<file path="src/rtl/toggle_pkg.sv">
// toggle_pkg: shared types and defaults for the toggle_rx decoder.
// Holds the decoder state enum and the default counter width.
package toggle_pkg;

  localparam int CNT_W_DEF = 4;

  typedef enum logic {
    INIT = 1'b0,
    RUN  = 1'b1
  } state_t;

endpackage

</file>
<file path="src/rtl/toggle_sync.sv">
// toggle_sync: two-flop synchronizer with synchronous active-high clear.
// q1 is the first stage, exposed so the decoder can preload its history.
module toggle_sync (
  input  logic clk,
  input  logic clr,
  input  logic d,
  output logic q1,
  output logic q
);

  logic r_m;
  logic r_q;

  // two-stage capture of an asynchronous level
  always_ff @(posedge clk) begin
    if (clr) begin
      r_m <= 1'b0;
      r_q <= 1'b0;
    end else begin
      r_m <= d;
      r_q <= r_m;
    end
  end

  assign q1 = r_m;
  assign q  = r_q;

endmodule

</file>
<file path="src/rtl/toggle_rx.sv">
// toggle_rx: decodes a toggle-encoded event line into a pending-event count.
// Optional macro TOGGLE_RX_SYNC_EN adds a two-flop synchronizer on t_in.
module toggle_rx
  import toggle_pkg::*;
#(
  parameter int CNT_W = CNT_W_DEF
) (
  input  logic             clk,
  input  logic             clr,
  input  logic             t_in,
  input  logic             evt_ready,
  input  logic             ovf_clr,
  output logic             evt_valid,
  output logic [CNT_W-1:0] pend_cnt,
  output logic             ovf,
  output logic             lvl
);

  localparam logic [CNT_W-1:0] MAX = '1;

  // w_s is the current sample, w_s_d the value it loads next edge
  logic w_s;
  logic w_s_d;

`ifdef TOGGLE_RX_SYNC_EN
  localparam logic INIT_LAST = 1'b1;

  toggle_sync u_sync (
    .clk (clk),
    .clr (clr),
    .d   (t_in),
    .q1  (w_s_d),
    .q   (w_s)
  );
`else
  localparam logic INIT_LAST = 1'b0;

  logic r_s;

  // single-stage sample for a same-clock source
  always_ff @(posedge clk) begin
    if (clr) r_s <= 1'b0;
    else     r_s <= t_in;
  end

  assign w_s   = r_s;
  assign w_s_d = t_in;
`endif

  state_t r_st;
  logic   r_sd;
  logic   r_init;

  // INIT preloads history with the incoming sample so the
  // first post-reset level never looks like an edge
  always_ff @(posedge clk) begin
    if (clr) begin
      r_st   <= INIT;
      r_sd   <= 1'b0;
      r_init <= 1'b0;
    end else begin
      unique case (r_st)
        INIT: begin
          r_sd <= w_s_d;
          if (r_init == INIT_LAST) r_st <= RUN;
          else                     r_init <= r_init + 1'b1;
        end
        RUN: begin
          r_sd <= w_s;
        end
      endcase
    end
  end

  logic w_evt;
  logic w_acc;
  logic w_full;
  logic w_ovf_set;
  logic [CNT_W-1:0] w_cnt_nxt;
  logic [CNT_W-1:0] r_cnt;
  logic r_valid;
  logic r_ovf;

  assign w_evt  = (r_st == RUN) & (w_s ^ r_sd);
  assign w_acc  = r_valid & evt_ready;
  assign w_full = (r_cnt == MAX);
  assign w_ovf_set = w_evt & ~w_acc & w_full;

  // next pending count: saturates at MAX, event+accept cancel
  always_comb begin
    w_cnt_nxt = r_cnt;
    unique case (1'b1)
      (w_evt & ~w_acc & ~w_full): w_cnt_nxt = r_cnt + 1'b1;
      (~w_evt & w_acc):           w_cnt_nxt = r_cnt - 1'b1;
      default:                    w_cnt_nxt = r_cnt;
    endcase
  end

  // registered count and valid; valid never sees evt_ready
  always_ff @(posedge clk) begin
    if (clr) begin
      r_cnt   <= '0;
      r_valid <= 1'b0;
    end else begin
      r_cnt   <= w_cnt_nxt;
      r_valid <= |w_cnt_nxt;
    end
  end

  // sticky overflow; a new overflow beats ovf_clr
  always_ff @(posedge clk) begin
    if (clr)            r_ovf <= 1'b0;
    else if (w_ovf_set) r_ovf <= 1'b1;
    else if (ovf_clr)   r_ovf <= 1'b0;
  end

  assign evt_valid = r_valid;
  assign pend_cnt  = r_cnt;
  assign ovf       = r_ovf;
  assign lvl       = w_s;

endmodule
</file>
<file path="config.mk">
export PLATFORM = sky130hd
export DESIGN_NAME = toggle_rx
export DESIGN_NICKNAME = d
export VERILOG_FILES = /design/src/rtl/toggle_pkg.sv /design/src/rtl/toggle_sync.sv /design/src/rtl/toggle_rx.sv
export SDC_FILE = /design/constraint.sdc
export NUM_CORES = 1
export LEC_CHECK = 0
export ABC_CLOCK_PERIOD_IN_PS = 4820
export CORE_AREA = 10 10 47 49
export DETAILED_ROUTE_END_ITERATION = 6
export DIE_AREA = 0 0 57 59
export GPL_TIMING_DRIVEN = 0
export SETUP_SLACK_MARGIN = 0.02
export SLEW_MARGIN = 20
export SYNTH_ARGS = -nofsm -noshare
export SYNTH_HDL_FRONTEND = slang
export SYNTH_SLANG_ARGS = --single-unit
</file>
<file path="constraint.sdc">
create_clock -name clk -period 4.82 [get_ports clk]
set_clock_uncertainty 0.1 [all_clocks]
set_input_delay 0.964 -clock clk [delete_from_list [all_inputs] [get_ports clk]]
set_output_delay 0.964 -clock clk [all_outputs]
set_load 0.005 [all_outputs]
</file>
======== After elaboration in Yosys (flattened, before gate mapping) ========
Cells that the tools add are included.
storage, ports and cells
  register bits ........................... 10
  bits of input ports ..................... 5
  logic and storage cells ................. 31
cells by class
  add/subtract/negate cells ............... 3
  eq/ne operators ......................... 1
  multiplexer cells ....................... 7
  bitwise operators ....................... 11
  reduce and logical (&&, ||, !) cells .... 2
operators with widths
  kind                 number
  $pmux 4 s2           1
  $and 1x1->1          6
  $mux 1               5
  $add 4x1->4 const B  1
  $eq 4x4->1 const B   1
  $not 1->1            4
  $reduce_or 4->1      1
  $sub 4x1->4 const B  1
  $pmux 1 s2           1
  $reduce_bool 2->1    1
  $add 1x1->1 const B  1
  $xor 1x1->1          1

======== Longest topological paths before layout ========
Gate-level depths: netlist of run 1.
  depth after elaboration ................. 6
  depth in mapped cells ................... 8
  depth with buffers taken out ............ 8

======== Worst setup path before layout of run 1 ========
OpenSTA, ideal clock, no wires.
  kind .................................... input -> register
  start ................................... input evt_ready
  end ..................................... register r_valid, in the netlist evt_valid
  arrival ................................. 2484 ps
  data required time ...................... 4596 ps
  slack ................................... 2112 ps
  stages on the path ...................... 8
  cells stage by stage .................... nand2_1 > a21oi_1 > xor2_1 > ha_1 > a2111oi_1 > a21o_1 > a211oi_1 > a2111o_1
between the ends
  longest elaborated chain between the ends .. 6
  elaborated cells on any way between the ends .. 7
  classes of those cells .................. mux: 1; bitwise: 5; reduce/logical: 1
RTL lines
  item                       line              text
  start: declaration         toggle_rx.sv:11   input logic evt_ready,
  $and 1x1->1 *              toggle_rx.sv:85   assign w_acc = r_valid & evt_ready;
  $not 1->1                  toggle_rx.sv:93   (w_evt & ~w_acc & ~w_full): w_cnt_nxt = r_cnt + 1'b1;
  $and 1x1->1 (2 in series)  toggle_rx.sv:93
  $pmux 4 s2 *               toggle_rx.sv:92   unique case (1'b1)
  $reduce_or 4->1 *          toggle_rx.sv:106  r_valid <= |w_cnt_nxt;
  end signal: assignment     toggle_rx.sv:106
  end: declaration           toggle_rx.sv:81   logic r_valid;
Mark *: on every way between the ends. The rest lies on a longest branch, timed or not.
A chain may end at the register's enable or synchronous reset.

======== Final worst setup path of run 1 ========
Same ends and word-level chain as after synthesis.

==> flow_metrics.py, run 1 <==
metrics = {
    "run": {
        "maxCapViolations": 0,
    },
    "clock_network": {
        "root_buffer": "clkbuf_4",
        "cts.sinks": 9,
        "cts-resized-gates": 0,
        "cts_tree": "built",
        "cts_hold_buf": 0,
        "cts_max_level": 1,
        "numCtsBuffers": 3,
        "clkTransAtPathRegs_ps": 60,
        "clk_path_buf_depth": 2,
        "clk_latency_ps": 250,
        "post-cts-setup-buffer-count": 0,
    },
    "synthesis": {
        "synth_area_sq_um": 422,
        "ys_seq_elements": 9,
        "synth_cell_type_count": 27,
        "netlist_instances": 39,
        "synth.avg_cell_area_sq_um": 10.8,
        "synth-edff-count": 0,
        "synth.yosys.seq_area_share_pct": 42.7,
        "synthFlopType": "dfxtp_1",
        "yosys_warnings": 0,
        "synth_nets": 45,
        "async_flop_share_pct": 0,
    },
    "detailed_routing": {
        "ant_nets": 0,
        "drt-total-wl_um": 900,
        "via_per_inst": 5.03,
        "drc": 0,
        "drt_first_pass_iters": 4,
        "drt-initial-drc-count": 10,
        "post_drt_wl_per_cell_um": 12.9,
        "vias": 352,
    },
    "grt": {
        "grt_pass1_vias": 359,
        "grt_busiest_layer": "met2",
        "antenna_found_initial": 0,
        "grt_max_degree": 8,
        "use_met1_pct": 5.84,
        "grt_pass1_wl_um": 1500,
        "overflow": 0,
        "gr-usage-met2_pct": 8.68,
        "grtUsageMet3_pct": 2.36,
        "gr-usage-all-layers_pct": 5.54,
    },
    "setup_path": {
        "critPathKind": "input pin to flip-flop",
        "crit_path_max_incr_delay_ps": 450,
        "cp_slowest_cell": "clkdlybuf4s50_1",
        "critPathTopFamily": "compound AO/OA/AOI/OAI gates",
        "critPathBufInv": 1,
        "cp-end-kind": "flip-flop",
        "cp.arrival_ps": 3150,
        "r2r-start": "lvl",
        "startpoint_type": "input pin",
        "reg2reg_setup_slack_ps": 2390,
        "crit_required_ps": 4860,
        "cp_max_fo": 5,
        "reg2regPathDepth": 8,
        "worstReg2RegEnd": "evt_valid",
        "cp_cell_sequence": "clkdlybuf4s50_1 -> nand2_1 -> a21oi_1 -> xor2_1 -> ha_1 -> a2111oi_1 -> a21o_1 -> a211oi_1 -> a2111o_1",
    },
    "cells_and_area": {
        "design_area_sq_um": 578,
        "fin_nets": 61,
        "final_core_util_pct": 41.3,
        "nFillCells": 156,
        "drive_gt1_share_pct": 16.7,
        "area_growth_pct": 37.1,
        "antennaDiodeCount": 0,
    },
    "sta": {
        "max_freq_ghz": 0.321,
        "fin_setup_tns_ps": 0,
        "final_hold_viol_count": 0,
        "fin_crit_ps": 3120,
        "max_slew_margin_pct": 68.9,
        "rsz0062_at_grt": "false",
        "worst_slew_pin_slew_ps": 465,
        "finalSetupViolCount": 0,
        "slew_violations": 0,
        "timing.final.ws_setup_ps": 1700,
        "post-route-period-util_pct": 64.7,
    },
    "floorplanning": {
        "die_x_um": 57,
        "core_region_area_sq_um": 1400,
        "num_io_pins": 12,
        "die_y_um": 59,
        "rows": 14,
        "dieArea_sq_um": 3360,
        "start_util_pct": 30.1,
    },
    "placed_design": {
        "post_dp_cell_area_sq_um": 552,
        "gp_congestion": 0.783,
        "port_buffers": 11,
        "hpwl_um": 703,
        "dp_slack_ps": 1460,
    },
    "power": {
        "finalPower_uw": 264,
        "ir_drop_mv": 0.260,
        "power_leakage_nw": 0.227,
        "powerDensity_nw_per_um2": 457,
    },
    "worst_hold_path": {
        "whs_path_depth": 2,
        "hold_class": "flip-flop to flip-flop",
        "min_from": "ovf",
        "holdPathEnd": "ovf",
    },
    "run_status": {
        "status": "finished clean",
    },
}
-- power breakdown --
part,internal (mW),total [mW],leakage (nW),switching (mW)
Sequential,0.0903,0.110,0.0745,0.0202
Combinational,0.0590,0.0975,0.138,0.0385
Clock,0.0318,0.0561,0.0150,0.0243
-- worst max path at each step --
stage	startpoint	to	slack, ps	cells past startpoint
2_1_floorplan	evt_ready	evt_valid	2110	8
3_3_place_gp	evt_ready	evt_valid	1460	9
3_5_place_dp	evt_ready	evt_valid	1460	9
4_1_cts	evt_ready	evt_valid	1720	9
5_1_grt	evt_ready	evt_valid	1560	9
6_report	evt_ready	evt_valid	1700	9
-- final cells by class --
class | instances | area (sq um) | share of cell area, %
flip-flops and latches | 9 | 180 | 31.2
clock buffers | 4 | 26.3 | 4.55
inverters | 1 | 3.75 | 0.649
well taps | 16 | 20.0 | 3.46
repair buffers | 11 | 110 | 19.0
multi-input cells | 29 | 238 | 41.1
-- layer usage --
| layer | wire length (um) | part of all wire, % |
|---|---|---|
| met2 | 450 | 50 |
| met4 | 0 | 0 |
| met3 | 66 | 7.3 |
| met5 | 0 | 0 |
| met1 | 383 | 43 |
-- flip-flops by register name, indices dropped and copies added, names as in the netlist --
register / cells
pend_cnt: 4
evt_valid: 1
lvl: 1
ovf: 1
r_sd: 1
r_st: 1
-- per-stage QoR --
step / hold WS (ps) / cells
finish: 368 / 70
global route: 426 / 70
CTS: 373 / 70
detailed placement: 368 / 66
global placement: 364 / 66
floorplan: 360 / 39
-- cells in the mapped netlist, types with 2 or more instances --
| master | n | area, sq um |
|---|---|---|
| nand2b_1 | 2 | 12.5 |
| a21oi_1 | 3 | 15.0 |
| a2111oi_2 | 2 | 30.0 |
| dfxtp_1 | 9 | 180 |
-- worst min-delay path, delay by kind of cell (launching register included) --
| family | cells | cell delay, ps |
|---|---|---|
| and+or+nand+nor | 1 | 60 |
| AOI/OAI and AO/OA | 1 | 50 |
| DFF | 1 | 300 |
-- kinds of logic after synthesis --
group,synth area share (%)
compound gates,23.7
simple gates,19.3
flops,42.7
fa+ha+maj,2.97
buf+inv,0.889
xor+xnor,8.01
mux,2.37
-- layout by cell type, fill, tap and decap left out, drive strengths merged, types with 2 or more instances in the layout --
cell type | Yosys | final
a21oi | 3 | 3
a2111oi | 3 | 3
clkdlybuf4s50 | 0 | 11
dfxtp | 9 | 9
clkbuf | 0 | 4
nand2b | 2 | 2
xor2 | 2 | 2
No activity file was read; power rests on OpenSTA's default activity.
==> run 2, diff against run 1 <==
ABC_CLOCK_PERIOD_IN_PS = 2700   (was 4820)
clock period = 2.7 ns   (was 4.82 ns; I/O delays follow)
==> run 2 against run 1 <==
Effect of this change: global-route usage stayed put; routed wire length is 1.7% higher; largest power group unchanged; hold slack hardly changed; register-to-register slack worse by 2000 ps.
==> flow_metrics.py, run 2 (same netlist as run 1, synthesis figures left out) <==
metrics = {
    "sta": {
        "rsz0062_at_grt": "false",
        "worst_slew_pin_slew_ps": 408,
        "max_freq_ghz": 0.391,
        "max_slew_margin_pct": 72.8,
        "finalSetupViolCount": 0,
        "timing.final.ws_setup_ps": 140,
        "post-route-period-util_pct": 94.8,
        "final_hold_viol_count": 0,
        "slew_violations": 0,
        "fin_crit_ps": 2560,
    },
    "power": {
        "seq_power_share_pct": 41.5,
        "power_frac_clock_pct": 20.9,
        "p_comb_share_pct": 37.6,
        "powerDensity_nw_per_um2": 815,
        "power_leakage_nw": 0.228,
        "sw_frac_of_total_pct": 31.9,
        "ir_drop_mv": 0.470,
        "netSwitchingPower_uw": 152,
        "p_int_uw": 326,
        "finalPower_uw": 478,
    },
    "floorplanning": {
        "num_io_pins": 12,
        "rows": 14,
        "die_y_um": 59,
        "core_region_area_sq_um": 1400,
        "dieArea_sq_um": 3360,
        "start_util_pct": 30.1,
        "die_x_um": 57,
    },
    "grt": {
        "grt_max_degree": 8,
        "grt_pass1_wl_um": 1500,
        "gr-usage-all-layers_pct": 5.54,
        "antenna_found_initial": 0,
        "grt_pass1_vias": 359,
        "overflow": 0,
    },
    "setup_path": {
        "crit_required_ps": 2740,
        "cp_slowest_cell": "clkdlybuf4s50_1",
        "cp_cell_sequence": "clkdlybuf4s50_1 -> nand2_1 -> a21oi_2 -> xor2_1 -> ha_1 -> a2111oi_2 -> a21o_1 -> a211oi_1 -> a2111o_1",
        "worstReg2RegEnd": "evt_valid",
        "startpoint_type": "input pin",
        "critPathLaunch": "evt_ready",
        "cp_max_fo": 5,
        "cp.arrival_ps": 2600,
        "critPathKind": "input pin to flip-flop",
        "crit_end": "evt_valid",
        "reg2regPathDepth": 8,
        "reg2reg_setup_slack_ps": 370,
        "r2r-start": "lvl",
        "crit_path_max_incr_delay_ps": 450,
        "cp-end-kind": "flip-flop",
    },
    "clock_network": {
        "cts_max_level": 1,
        "cts_hold_buf": 0,
        "root_buffer": "clkbuf_4",
        "cts.sinks": 9,
        "cts-resized-gates": 0,
        "numCtsBuffers": 3,
        "clk_path_buf_depth": 2,
        "cts_tree": "built",
        "post-cts-setup-buffer-count": 0,
        "clkTransAtPathRegs_ps": 60,
        "clk_latency_ps": 250,
    },
    "detailed_routing": {
        "via_per_inst": 4.97,
        "drt_first_pass_iters": 4,
        "vias": 348,
        "post_drt_wl_per_cell_um": 13.1,
        "drc": 0,
        "ant_nets": 0,
        "drt-total-wl_um": 915,
        "drt-initial-drc-count": 7,
    },
    "cells_and_area": {
        "layout_common_cells": "11 x clkdlybuf4s50_1, 9 x dfxtp_1, 3 x a2111oi_2, 3 x clkbuf_4",
        "design_area_sq_um": 587,
        "largest_reg_flops": 4,
        "fin_nets": 61,
        "antennaDiodeCount": 0,
        "area_growth_pct": 39.2,
        "final_common_cell": "clkdlybuf4s50_1",
        "final_cells": 70,
        "drive_gt1_share_pct": 20.4,
        "final_core_util_pct": 41.9,
    },
    "worst_hold_path": {
        "hold_class": "flip-flop to flip-flop",
    },
    "run_status": {
        "status": "finished clean",
    },
    "placed_design": {
        "gp_congestion": 0.783,
        "post_dp_cell_area_sq_um": 552,
        "dp_slack_ps": -239,
        "dp.cells": 66,
        "port_buffers": 11,
        "hpwl_um": 703,
    },
    "run": {
        "maxCapViolations": 0,
    },
}
## run 2: cell types whose count changed in the layout (fill, tap and decap cells not counted)
cell	before	now
a21oi_1	3	2
a2111oi_1	1	0
a2111oi_2	2	3
a21oi_2	0	1
## run 2: worst min-delay path by stage
stage,from,cells after the start,slack [ps],to
3_5_place_dp,ovf,2,370,ovf
5_1_grt,ovf,2,430,ovf
3_3_place_gp,ovf,2,360,ovf
6_report,ovf,2,370,ovf
2_1_floorplan,ovf,2,360,ovf
4_1_cts,ovf,2,370,ovf
## run 2: area by class of cell
cell class              count  area [sq um]
clock buffers               4          26.3
fillers                   155           815
inverters                   1          3.75
multi-input cells          29           246
flip-flops and latches      9           180
well taps                  16          20.0
repair buffers             11           110
## run 2: power by group through the flow
stage	sequential, mW	combinational (mW)	clock [mW]
floorplan	0.196	0.100	0
global placement	0.201	0.177	0
detailed placement	0.200	0.175	0
CTS	0.197	0.177	0.105
global route	0.203	0.200	0.109
finish	0.198	0.180	0.0999
## run 2: through the flow
| step | hold WS, ps | TNS [ps] |
|---|---|---|
| 2_1_floorplan | 360 | 0 |
| 3_3_place_gp | 364 | -327 |
| 3_5_place_dp | 368 | -290 |
| 4_1_cts | 373 | 0 |
| 5_1_grt | 426 | 0 |
| 6_report | 368 | 0 |
## run 2: critical path, delay by kind of cell
kind	cells	cell delay, ps
AO/OA/AOI/OAI	5	1140
XOR/XNOR	1	90
adder cells (fa/ha/maj)	1	220
buffers and inverters	1	450
AND/OR/NAND/NOR	1	150
## run 2: layer usage
layer	vias to the layer above	global-route usage [%]	wire length [um]
met5	-	0	0
met4	0	4.03	0
met3	0	2.36	62
met2	8	8.68	451
met1	161	5.84	401
li1	179	-	-
==> variant 1, RTL diff (config.mk and constraints of run 1) <==
The package constant `CNT_W_DEF` goes from 4 to 5.
--- a/src/rtl/toggle_pkg.sv
+++ b/src/rtl/toggle_pkg.sv
@@ -2,7 +2,7 @@
 // Holds the decoder state enum and the default counter width.
 package toggle_pkg;
 
-  localparam int CNT_W_DEF = 4;
+  localparam int CNT_W_DEF = 5;
 
   typedef enum logic {
     INIT = 1'b0,
Ports: changed (resized pend_cnt); port bits go from 12 to 13. The function was not compared with the original's and may differ.
==> variant 1 against run 1 <==
Sequential cell count grew 1. Routed wire length grew 12%. Area after synthesis grew 19%. First-iteration DRC count shrank 60%. Via count grew 19%. Final area grew 15%. Register-to-register slack gained 0.38 ns. Critical path depth grew 1. Setup slack gained 0.35 ns. Power grew 18%. Global-route usage grew 0.88 points. Largest cell class unchanged. Highest routed layer is now met4.
==> variant 1: results (changes against run 1) <==
stage	metric	value	unit	change
min_path	whs_endpoint	r_sd		
layout	fillCellCount	149		-4.5%
layout	instances_no_fill	85		+21%
placed_design	place_hpwl	816	um	+16%
critical_path	r2r_cells	9		+1
layout	multi_input_area_share	42.2	%	+1.1 points
logic_synthesis	synth.avg_cell_area	9.27	um^2	-14%
global_routing	grt_pass1_wl	1690	um	+13%
route	drt_pass1_iterations	3		-1
placed_design	placed_cells	81		+23%
critical_path	r2r-start	r_sd		
layout	n_all_buffers	12		+1
logic_synthesis	synthMuxAreaShare	4.00	%	+1.6 points
timing	relSlewSlack	78.3	%	+9.4 points
route	drtIter0Drc	4		-6
route	via_per_inst	4.93		-2.0%
logic_synthesis	synth_xor_area_share	12.0	%	+4.0 points
critical_path	reg2reg_slack	2.77	ns	+0.38 ns
placed_design	placed_cell_area	631	um^2	+14%
placed_design	gp_congestion	0.696		-11%
layout	num-nonclk-inverters	2		+1
layout	buf_share	18.2	%	-0.85 points
layout	areaGrowthSynthToFinish	33.3	%	
layout	layout-drive-gt1-share	14.5	%	-2.2 points
logic_synthesis	synth_adder_area_share	2.50	%	-0.47 points
global_routing	track_usage	6.42	%	+0.88 points
global_routing	first_global_vias	393		+9.5%
layout	largest_reg_flops	5		+1
placed_design	pre_cts_ws	1.76	ns	+0.307 ns
route	drt_wl_total	1010	um	+12%
run_status	outcome	finished clean		
critical_path	path_delay_family	buffers and inverters		
layout	regArea	200	um^2	+11%
variant 1: worst register-to-register path: cells and delay by family, from the launching register on:
family / cells / cell delay (ns)
simple gates: 1 / 0.19
fa+ha+maj: 1 / 0.21
flops: 1 / 0.33
xor+xnor: 3 / 0.53
buf+inv: 1 / 0.07
compound gates: 3 / 0.53
variant 1: routing by layer:
metal  vias to the layer above  track usage, %  part of all wire, %
li1                        222               -                    -
met1                       189            6.71                   47
met2                         6            9.61                   47
met3                         2            2.58                  4.6
met4                         0            6.04                  1.4
met5                         -               0                    0
variant 1: worst max-delay path by stage:
| stage | from | to |
|---|---|---|
| after floorplan | evt_ready | evt_valid |
| after global placement | evt_ready | evt_valid |
| after detailed placement | evt_ready | evt_valid |
| after CTS | evt_ready | evt_valid |
| after global routing | evt_ready | evt_valid |
| final | evt_ready | evt_valid |
variant 1: power by group:
group | switching, mW | internal, mW
registers | 0.0238 | 0.101
logic | 0.0490 | 0.0658
clock network | 0.0262 | 0.0458
total | 0.0990 | 0.212
==> variant 2, RTL diff (config.mk and constraints of run 1) <==
Without the edit above. Register the output `pend_cnt` once more; this adds one clock of latency there. The other outputs are not delayed to match.
--- a/src/rtl/toggle_rx.sv
+++ b/src/rtl/toggle_rx.sv
@@ -115,7 +115,9 @@
   end
 
   assign evt_valid = r_valid;
-  assign pend_cnt  = r_cnt;
+  always_ff @(posedge clk) begin
+    pend_cnt <= r_cnt;
+  end
   assign ovf       = r_ovf;
   assign lvl       = w_s;
 
Behaviour: not the same (a bounded check fails within 4 cycles, from zero or initial values).
==> variant 2 against run 1 <==
Power up 21%. Routed wire length up 11%. Count of clock-buffer cells in the layout down 1. Sequential cell count up 4. Final area up 18%. Largest power group unchanged. Area after synthesis up 24%. Setup slack better by 0.043 ns.
==> variant 2: results (changes against run 1) <==
stage	metric	value	unit	change
run_status	outcome	finished clean		
logic_synthesis	ys_seq_area_share	49.9	%	+7.2 points
pwr	ir_drop	0.000272	V	+4.5%
placed_design	placed_cell_area	652	um^2	+18%
route	wl_met3	47	um	-29%
layout	buf_share	16.2	%	-2.8 points
logic_synthesis	ys_types	24		-11%
layout	nets	71		+16%
route	drtIter0Drc	4		-6
global_routing	grt_max_degree	9		+1
logic_synthesis	synth_area_leaders	dfxtp_1 50%, mux2i_1 3.8%, nand2_1 3.6%, xnor2_1 3.4%, xor2_2 3.1%		
logic_synthesis	synth_common_cells	13 x dfxtp_1, 5 x nand2_1, 4 x nor2_1		
layout	clkbuf_count	3		-1
clocking	clk_pin_slew	0.08	ns	+0.02 ns
logic_synthesis	async_reset_ff_share	0	%	unchanged
logic_synthesis	synth_adder_area_share	2.40	%	-0.57 points
pwr	leakagePower	0.275	nW	+21%
route	highest_layer	met4		
clocking	clk_latency	0.28	ns	+0.03 ns
logic_synthesis	yosys_register_bits	13		+4
critical_path	reg2reg_slack	2.46	ns	+0.07 ns
layout	sh_seq_area	38.3	%	+7.1 points
placed_design	gp_congestion	0.735		-6.2%
logic_synthesis	synthMuxAreaShare	3.84	%	+1.5 points
global_routing	antenna_found_initial	0		unchanged
global_routing	met2_usage	10.5	%	+1.9 points
layout	multi_input_area_share	36.8	%	-4.3 points
global_routing	grt_use_met1	6.77	%	+0.93 points
timing	relSlewSlack	77.1	%	+8.1 points
global_routing	grt_pass1_wl	1770	um	+18%
layout	fillCellCount	131		-16%
route	wl_met1	440	um	+15%
layout	layout-drive-gt1-share	17.2	%	+0.52 points
placed_design	pre_cts_ws	1.46	ns	-0.000890 ns
route	wl_per_cell	12.5	um	-2.7%
timing	fin_hold_ws	0.315	ns	-0.0527 ns
logic_synthesis	synth.avg_cell_area	10.6	um^2	-1.5%
logic_synthesis	syn_nets	55		+22%
route	via_per_inst	5.06		+0.67%
layout	multi_input_gates	33		+14%
placed_design	placed_cells	76		+15%
global_routing	track_usage	6.66	%	+1.1 points
route	wl_met2	489	um	+8.7%
clocking	root_buffer	clkbuf_4		
placed_design	place_hpwl	780	um	+11%
layout	clockNetworkAreaShare	4.05	%	-0.49 points
route	drt_pass1_iterations	4		unchanged
critical_path	arrival	3.14	ns	about the same
global_routing	grtUsageMet3	2.36	%	unchanged
layout	num-nonclk-inverters	3		+2
timing	max_freq	325	MHz	+1.4%
clocking	cts_repair_resize_count	0		unchanged
global_routing	first_global_vias	426		+19%
pwr	p_per_area	469	nW/um^2	+2.6%
logic_synthesis	synth_xor_area_share	6.47	%	-1.5 points
route	drt_wl_total	1000	um	+11%
logic_synthesis	synth-compound-area-share	17.3	%	-6.5 points
min_path	worst_hold_path_type	reg2reg		
## variant 2: cell count changes in the layout (fill, tap and decap cells not counted), sizes merged, moves of 2 or more
| cell | before | now |
|---|---|---|
| dfxtp | 9 | 13 |
| nand2 | 1 | 5 |
| nor2 | 1 | 4 |
| a2111oi | 3 | 1 |
| a21oi | 3 | 1 |
| inv | 1 | 3 |
| nand2b | 2 | 0 |
## variant 2: report_power, final
part,internal [mW],switching [mW],total (mW)
sequential,0.131,0.0210,0.152
clock,0.0308,0.0374,0.0682
combinational,0.0611,0.0374,0.0986
## variant 2: path summary, 6_finish.rpt
path,startpoint,end,cells after the start
worst max-delay path,evt_ready,evt_valid,9
worst max register to register,lvl,evt_valid,8
worst min-delay path,r_cnt[3],pend_cnt[3],0
worst min register to register,r_cnt[3],pend_cnt[3],0
## variant 2: critical path: cells and delay by family
kind            cells  cell delay, ns
buf+inv             1            0.45
fa+ha+maj           1            0.23
compound gates      3            0.97
simple gates        3            0.40
xor+xnor            1            0.12
